File: src/rtl/mult8_sequencer.sv
// Sequential 8x8 unsigned multiplier controller driving an external 4x4 nibble multiplier.
// Four nibble products are shift-accumulated into a 16-bit result presented over valid/ready.
module mult8_sequencer #(
  parameter bit ZERO_SKIP = 1'b1
) (
  input  logic        clk,
  input  logic        rst,
  input  logic        in_valid,
  output logic        in_ready,
  input  logic [7:0]  in_a,
  input  logic [7:0]  in_b,
  output logic [3:0]  mul_a,
  output logic [3:0]  mul_b,
  input  logic [7:0]  mul_p,
  output logic        out_valid,
  input  logic        out_ready,
  output logic [15:0] out_p
);
  typedef enum logic [1:0] {IDLE, MUL, DONE} state_t;

  state_t      r_state, w_state_nx;
  logic [7:0]  r_a, r_b;
  logic [1:0]  r_step;
  logic [15:0] r_acc;
  logic [3:0]  w_shift;
  logic [15:0] w_pp;
  logic        w_zero;

  assign w_zero = ZERO_SKIP && ((in_a == 8'd0) || (in_b == 8'd0));
  assign w_pp   = {8'd0, mul_p} << w_shift;
  assign out_p  = r_acc;

  always_comb begin
    w_state_nx = r_state;
    in_ready   = 1'b0;
    out_valid  = 1'b0;
    mul_a      = 4'd0;
    mul_b      = 4'd0;
    w_shift    = 4'd0;
    case (r_state)
      IDLE: begin
        in_ready = 1'b1;
        if (in_valid) w_state_nx = w_zero ? DONE : MUL;
      end
      MUL: begin
        // Cross terms (step1/step2) both carry weight 2^4.
        case (r_step)
          2'd0: begin mul_a = r_a[3:0]; mul_b = r_b[3:0]; w_shift = 4'd0; end
          2'd1: begin mul_a = r_a[7:4]; mul_b = r_b[3:0]; w_shift = 4'd4; end
          2'd2: begin mul_a = r_a[3:0]; mul_b = r_b[7:4]; w_shift = 4'd4; end
          default: begin mul_a = r_a[7:4]; mul_b = r_b[7:4]; w_shift = 4'd8; end
        endcase
        if (r_step == 2'd3) w_state_nx = DONE;
      end
      DONE: begin
        out_valid = 1'b1;
        if (out_ready) w_state_nx = IDLE;
      end
      default: w_state_nx = IDLE;
    endcase
  end

  always_ff @(posedge clk or posedge rst) begin
    if (rst) r_state <= IDLE;
    else     r_state <= w_state_nx;
  end

  always_ff @(posedge clk or posedge rst) begin
    if (rst) begin
      r_a    <= 8'd0;
      r_b    <= 8'd0;
      r_step <= 2'd0;
      r_acc  <= 16'd0;
    end else begin
      case (r_state)
        IDLE: if (in_valid) begin
          r_a    <= in_a;
          r_b    <= in_b;
          r_step <= 2'd0;
          r_acc  <= 16'd0;
        end
        MUL: begin
          r_acc  <= r_acc + w_pp;
          r_step <= r_step + 2'd1;
        end
        default: ;
      endcase
    end
  end
endmodule

File: config.mk
export PLATFORM = sky130hd
export DESIGN_NAME = mult8_sequencer
export DESIGN_NICKNAME = d
export VERILOG_FILES = /design/src/rtl/mult8_sequencer.sv
export SDC_FILE = /design/constraint.sdc
export NUM_CORES = 1
export LEC_CHECK = 0
export CAP_MARGIN = 0
export CORE_MARGIN = 1.5
export CORE_UTILIZATION = 45
export DETAILED_ROUTE_END_ITERATION = 6
export PLACE_DENSITY = 0.72
export SLEW_MARGIN = 20
export SYNTH_ARGS = -nofsm -noshare
export SYNTH_HDL_FRONTEND = slang
export SYNTH_SLANG_ARGS = --single-unit
File: constraint.sdc
create_clock -name clk -period 4 [get_ports clk]
set_clock_uncertainty 0.2 [all_clocks]
set_input_delay 0.8 -clock clk [delete_from_list [all_inputs] [get_ports clk]]
set_output_delay 0.8 -clock clk [all_outputs]
set_load 0.03 [all_outputs]
==> results of run 1 <==
==> worst reg2reg max path, cell delays in order (launching register included) <==
cell       delay (ns)
dfrtp_1          0.45
inv_1            0.10
ha_1             0.43
o21ai_1          0.20
and2_1           0.14
ha_1             0.19
inv_1            0.07
fa_1             0.44
nor2b_4          0.14
o21ai_2          0.07
a21boi_2         0.24
o2111ai_2        0.20
a211oi_1         0.28
o21ai_0          0.11
a32o_1           0.26
==> metrics by stage <==
step,cells,area [µm²]
after global placement,389,3120
after detailed placement,389,3120
final,397,3230
after CTS,397,3230
after global routing,397,3230
after floorplan,269,2520
==> logic make-up after synthesis <==
group | Yosys count | share of synthesized area, %
XOR/XNOR | 11 | 3.83
buffers and inverters | 23 | 4.67
adder cells (fa/ha/maj) | 21 | 10.7
flip-flops | 36 | 35.8
AO/OA/AOI/OAI | 85 | 22.7
multiplexers | 20 | 8.79
AND/OR/NAND/NOR | 73 | 13.6
==> power by group <==
group	internal (mW)	leakage (nW)	switching [mW]	total (mW)
Clock	0.185	0.0541	0.143	0.328
Sequential	0.524	0.453	0.119	0.643
Combinational	0.637	0.908	0.851	1.49
==> cells in the mapped netlist, types with 2 or more instances <==
library cell / instances
a211oi_1: 3
a21o_1: 6
a21oi_1: 19
a22o_1: 6
a22oi_1: 4
a31o_1: 2
and2_1: 4
buf_2: 2
buf_4: 2
clkbuf_1: 4
dfrtp_1: 36
ha_1: 20
inv_1: 12
mux2_1: 10
mux2_2: 7
mux2i_1: 3
nand2_1: 31
nand2b_1: 3
nand3_1: 2
nor2_1: 18
nor2b_1: 4
nor4_1: 2
o21a_1: 3
o21ai_0: 15
o21ai_1: 12
o21bai_1: 2
or3_1: 3
or4_1: 2
xnor2_1: 3
xor2_1: 8
==> flip-flops by register name, summed over array words and instances (netlist names) <==
| name | count |
|---|---|
| out_p | 16 |
| r_a | 8 |
| r_b | 8 |
| r_state | 2 |
| r_step | 2 |
==> worst paths after layout <==
| kind | startpoint | to | slack [ns] | cells past startpoint |
|---|---|---|---|---|
| max | r_step[0] | out_p[14] | 0.36 | 14 |
| min | r_b[0] | r_b[0] | 0.29 | 1 |
| max reg2reg | r_step[0] | out_p[14] | 0.36 | 14 |
| min reg2reg | r_b[0] | r_b[0] | 0.29 | 1 |
| max in group asynchronous | rst | r_a[3] | 2.58 | 3 |
| min in group asynchronous | rst | r_b[7] | 0.70 | 3 |
==> placed cells by master, fill, tap and decap left out, types with 4 or more instances in the layout <==
cell type and n:
clkdlybuf4s50_1 53, dfrtp_1 36, nand2_1 31, ha_1 20, a21oi_1 19, nor2_1 18
o21ai_0 15, o21ai_1 12, inv_1 12, mux2_1 10, xor2_1 8, mux2_2 7
a21o_1 6, a22o_1 6, clkbuf_8 5, buf_4 5, nor2b_1 4, and2_1 4
a22oi_1 4
==> per-layer routing <==
| metal | vias to the layer above | wire length [µm] | GRT usage (%) |
|---|---|---|---|
| li1 | 1075 | - | - |
| met1 | 1033 | 2760 | 27.4 |
| met2 | 52 | 2840 | 33.9 |
| met3 | 8 | 237 | 3.88 |
| met4 | 0 | 56 | 6.36 |
| met5 | - | 0 | 0 |
==> final cells by class <==
class / instances / area share [%]
clock inverter: 3 / 1.32
inverter: 13 / 1.93
sequential: 36 / 27.9
clock buffer: 5 / 2.13
tap: 72 / 2.79
timing repair buffer: 58 / 17.6
multi-input combinational: 210 / 46.4
==> metrics.csv, run 1 <==
metric;value;unit
drt_iter0_drc;86;
die_y;77.8;µm
async_flop_share;100;%
cts_setup_buffers;0;
grtUsageTotal;20.7;%
cp.required;3.98;ns
path_max_fanout;8;
dp_slack;0.189;ns
grt_pass1_vias;2116;
ys_seq_elements;36;
hpwl;4480;µm
path_clk_slew;0.08;ns
worst_setup_path_end_kind;flop;
cts_tree;done;
power;2.46;mW
num_rows;27;
seqCellArea;901;µm²
nets;373;
slew_violations;0;
fp.dieW;77.8;µm
fin_util;59.4;%
numCtsBuffers;5;
ys.warnings.count;0;
clk_latency;0.29;ns
grt_max_degree;37;
fin_hold_ws;0.287;ns
worstMarginPinSlew;0.728;ns
antenna_cells;0;
fin_ws;0.363;ns
worstPathArrival;3.62;ns
dieArea;6060;µm²
cts_root_buffer;clkbuf_8;
routed_via_density;5.46;
start_util;46.3;%
vdd_drop_max;0.507;mV
cts_resized;0;
crit_family;compound AO/OA/AOI/OAI gates;
place.gp.congestion;0.964;
critPathSlowestCell;dfrtp_1;
cts_sinks;36;
max_freq;0.275;GHz
overflow;0;
syn-cell-area;2520;µm²
min_path_type;flop to flop;
wl_per_cell;14.8;µm
yosys-top-cells-area;dfrtp_1 36%, ha_1 9.9%, nand2_1 4.6%;
antenna_found_initial;0;
critPathKind;flop to flop;
status;completed;
multi_input_area;1500;µm²
core;5440;µm²
synth-edff-count;0;
netlist_instances;269;
synth_nets;318;
seq_area_frac_synth;35.8;%
n_fill_cell;471;
boundaryPins;54;
synth_flop_cell;dfrtp_1;
postCtsHoldBufs;0;
post-route-drc-count;0;
crit_chain;inv_1, ha_1, o21ai_1, and2_1, ha_1, inv_1, fa_1, nor2b_4, o21ai_2, a21boi_2, o2111ai_2, a211oi_1, o21ai_0, a32o_1;
synth_cell_types;51;
fin_setup_tns;0;ns
relSlewSlack;51.5;%
fin_crit_sh;90.9;%
drive_gt1_share;9.23;%
synth.top_cell.area_share;35.8;%
syn2layout_area_growth;28.4;%
synth_area_per_cell;9.36;µm²
cap_viol_max_count;0;
rsz0062_at_grt;false;
drt_pass1_iterations;4;
final_antenna_net_count;0;
port_buffers;53;
p_leak;1.42;nW
max_stage_delay;0.45;ns
drt-total-wl;5890;µm
fin_crit;3.64;ns
startpoint_type;flop;
via_count;2168;
worst-path-buf-inv;2;
grt_pass1_wl;9930;µm
p_per_area;761;nW/µm²
ctsLongestPathBuffers;2;
finalSetupViolations;0;
cts_max_level;2;
finalHoldViolCount;0;
yosys.area.top_type;dfrtp_1;
No activity file was read; power rests on OpenSTA's default activity.
==> inputs of run 2 (changes only) <==
ABC_AREA = 1   (was not set)
PLACE_DENSITY = 0.71   (was 0.72)
REMOVE_ABC_BUFFERS = 1   (was not set)
clock period = 3.85 ns   (was 4 ns; I/O delays follow)
==> metrics.csv, run 2 <==
metric;value;unit;change
antenna_cells;0;;unchanged
slew_violations;0;;unchanged
overflow;0;;unchanged
p_leak;1.87;nW;+32%
rsz0062_at_grt;false;;
n_fill_cell;586;;+24%
cp.required;2.88;ns;-1.10 ns
via_count;2680;;+24%
numCtsBuffers;5;;unchanged
min_path_type;flop to flop;;
fin_crit_sh;84.1;%;
ctsLongestPathBuffers;2;;unchanged
startpoint_type;flop;;
cts_resized;0;;unchanged
r2r_start;r_step[0];;
num_rows;28;;+3.7%
r2r_cells;16;;+2
clk_latency;0.29;ns;about the same
wl_per_cell;12.5;µm;-16%
max_freq;0.309;GHz;
final_antenna_net_count;0;;unchanged
critPathKind;flop to output pin;;
boundaryPins;54;;unchanged
path_clk_slew;0.08;ns;about the same
seq_area_frac_synth;32.7;%;-3.0 points
fin_crit;3.24;ns;
path_max_fanout;5;;-3
cp-startpoint;r_step[0];;
synth.top_cell.area_share;32.7;%;-3.0 points
finalHoldViolCount;0;;unchanged
seqCellArea;901;µm²;unchanged
netlist_instances;415;;+54%
yosys-top-cells-area;dfrtp_1 33%, nand2_1 18%, inv_1 9.4%;;
synth_cell_types;30;;-41%
synth_flop_cell;dfrtp_1;;
critPathSlowestCell;clkdlybuf4s50_1;;
cts_max_level;2;;unchanged
place_area;3350;µm²;+7.3%
drt_pass1_iterations;4;;unchanged
core;5920;µm²;+8.9%
p_sw_share;51.8;%;+6.6 points
largest_register_ffs;16;;unchanged
finalSetupViolations;0;;unchanged
grtUsageTotal;23.2;%;+2.6 points
worstPathArrival;2.27;ns;-1.35 ns
fp.dieW;81.2;µm;+4.3%
place.gp.congestion;0.927;;-3.8%
synth_common_cells;129 x nand2_1, 69 x inv_1, 42 x nor2_1, 38 x o21ai_0, 36 x dfrtp_1;;
yosysMostFrequentCell;nand2_1;;
async_flop_share;100;%;unchanged
cts_setup_buffers;0;;unchanged
cts_root_buffer;clkbuf_8;;
fin_setup_tns;0;ns;unchanged
port_buffers;53;;unchanged
worst_setup_path_end_kind;output pin;;
relSlewSlack;52.9;%;+1.4 points
max_stage_delay;0.69;ns;+0.24 ns
synth_area_per_cell;6.63;µm²;-29%
seqPwrFrac;24.5;%;-1.7 points
endpoint;mul_a[1];;
start_util;46.5;%;+0.16 points
drt_iter0_drc;140;;+63%
dieArea;6590;µm²;+8.9%
status;completed;;
r2r_slack;0.73;ns;+0.37 ns
p_switching;1.46;mW;+31%
drive_gt1_share;4.87;%;-4.4 points
nets;520;;+39%
grt_pass1_vias;2558;;+21%
die_y;81.2;µm;+4.3%
worstMarginPinSlew;0.706;ns;-0.0219 ns
final_common_cell;nand2_1;;
cap_viol_max_count;0;;unchanged
multi_input_area;1520;µm²;+1.1%
stdcell_area;3440;µm²;+6.4%
ys_seq_elements;36;;unchanged
timing.rr.end;out_p[12];;
layout_common_cells;129 x nand2_1, 69 x inv_1, 53 x clkdlybuf4s50_1, 42 x nor2_1, 38 x o21ai_0;;
drt-total-wl;6840;µm;+16%
cts_tree;done;;
power_frac_comb;65.5;%;+5.0 points
crit_chain;inv_1, ha_1, nor2_1, o21ai_0, nor2_1, clkdlybuf4s50_1;;
syn2layout_area_growth;25.0;%;
antenna_found_initial;0;;unchanged
fin_util;58.1;%;-1.3 points
hpwl;5400;µm;+21%
ys.warnings.count;0;;unchanged
power_frac_clock;10.0;%;-3.3 points
internal_power;1.36;mW;+0.71%
p_per_area;818;nW/µm²;+7.6%
cts_sinks;36;;unchanged
post-route-drc-count;0;;unchanged
postCtsHoldBufs;0;;unchanged
grt_pass1_wl;11700;µm;+18%
grt_max_degree;34;;-8.1%
syn-cell-area;2750;µm²;+9.2%
routed_via_density;4.90;;-10%
synth-edff-count;0;;unchanged
yosys.area.top_type;dfrtp_1;;
path_common_cell;nor2_1;;
vdd_drop_max;0.462;mV;-8.9%
run 2: changes by cell type after synthesis, moves of 6 or more:
cell     change
o21ai_1     -12
nand4_1      +7
nand2_1     +98
nor2_1      +24
mux2_2       -7
nand3_1     +21
xor2_1       -8
mux2_1      -10
o21ai_0     +23
a21oi_1      -6
inv_1       +57
a21o_1       -6
run 2: power groups by stage:
stage	combinational (mW)	clock [mW]	sequential, mW
after floorplan	1.13	0	0.800
after global placement	1.83	0	0.687
after detailed placement	1.84	0	0.696
after CTS	1.85	0.287	0.688
after global routing	2.07	0.305	0.711
final	1.84	0.283	0.689
run 2: cells by family (layout without fill, tap and decap cells):
logic type               count (synthesis)  after routing  share of synthesized area (%)
adder cells (fa/ha/maj)                 21             21                           9.82
buffers and inverters                   81            138                           12.1
flip-flops                              36             36                           32.7
XOR/XNOR                                 1              1                          0.318
AND/OR/NAND/NOR                        217            217                           33.6
AO/OA/AOI/OAI                           59             59                           11.4
run 2: how the worst min path moves through the flow:
stage                start  endpoint  cells after the start
floorplan           r_a[0]    r_a[0]                      2
global placement    r_a[3]    r_a[3]                      2
detailed placement  r_a[2]    r_a[2]                      2
CTS                 r_a[2]    r_a[2]                      2
global route        r_a[3]    r_a[3]                      2
finish              r_a[2]    r_a[2]                      2
run 2: area by class of cell:
type,count,area share [%]
inverter,73,8.11
timing repair buffer,57,16.3
clock buffer,6,2.11
tap,75,2.73
clock inverter,2,0.473
multi-input combinational,298,44.1
sequential,36,26.2
run 2: per-layer routing:
metal  global-route usage, %  vias to the layer above  share of wire (%)
li1                        -                     1423                  -
met1                    29.6                     1178                 46
met2                    39.3                       73                 47
met3                    5.06                        6                4.7
met4                    6.90                        0                1.4
met5                       0                        -                  0
run 2: per-stage QoR:
step           instances  hold slack [ns]  power (mW)  setup slack [ns]
6_report             547            0.284        2.82             0.612
3_3_place_gp         539            0.262        2.51             0.669
2_1_floorplan        407            0.248        1.93              1.16
5_1_grt              547            0.319        3.09             0.413
4_1_cts              547            0.288        2.82             0.590
3_5_place_dp         539            0.268        2.53             0.676
run 2: worst max-delay path, delay by kind of cell (launching register included):
kind	cells	cell delay, ns
DFF	1	0.41
buffers and inverters	2	0.80
AOI/OAI and AO/OA	1	0.13
and+or+nand+nor	2	0.41
adders and majority gates	1	0.22
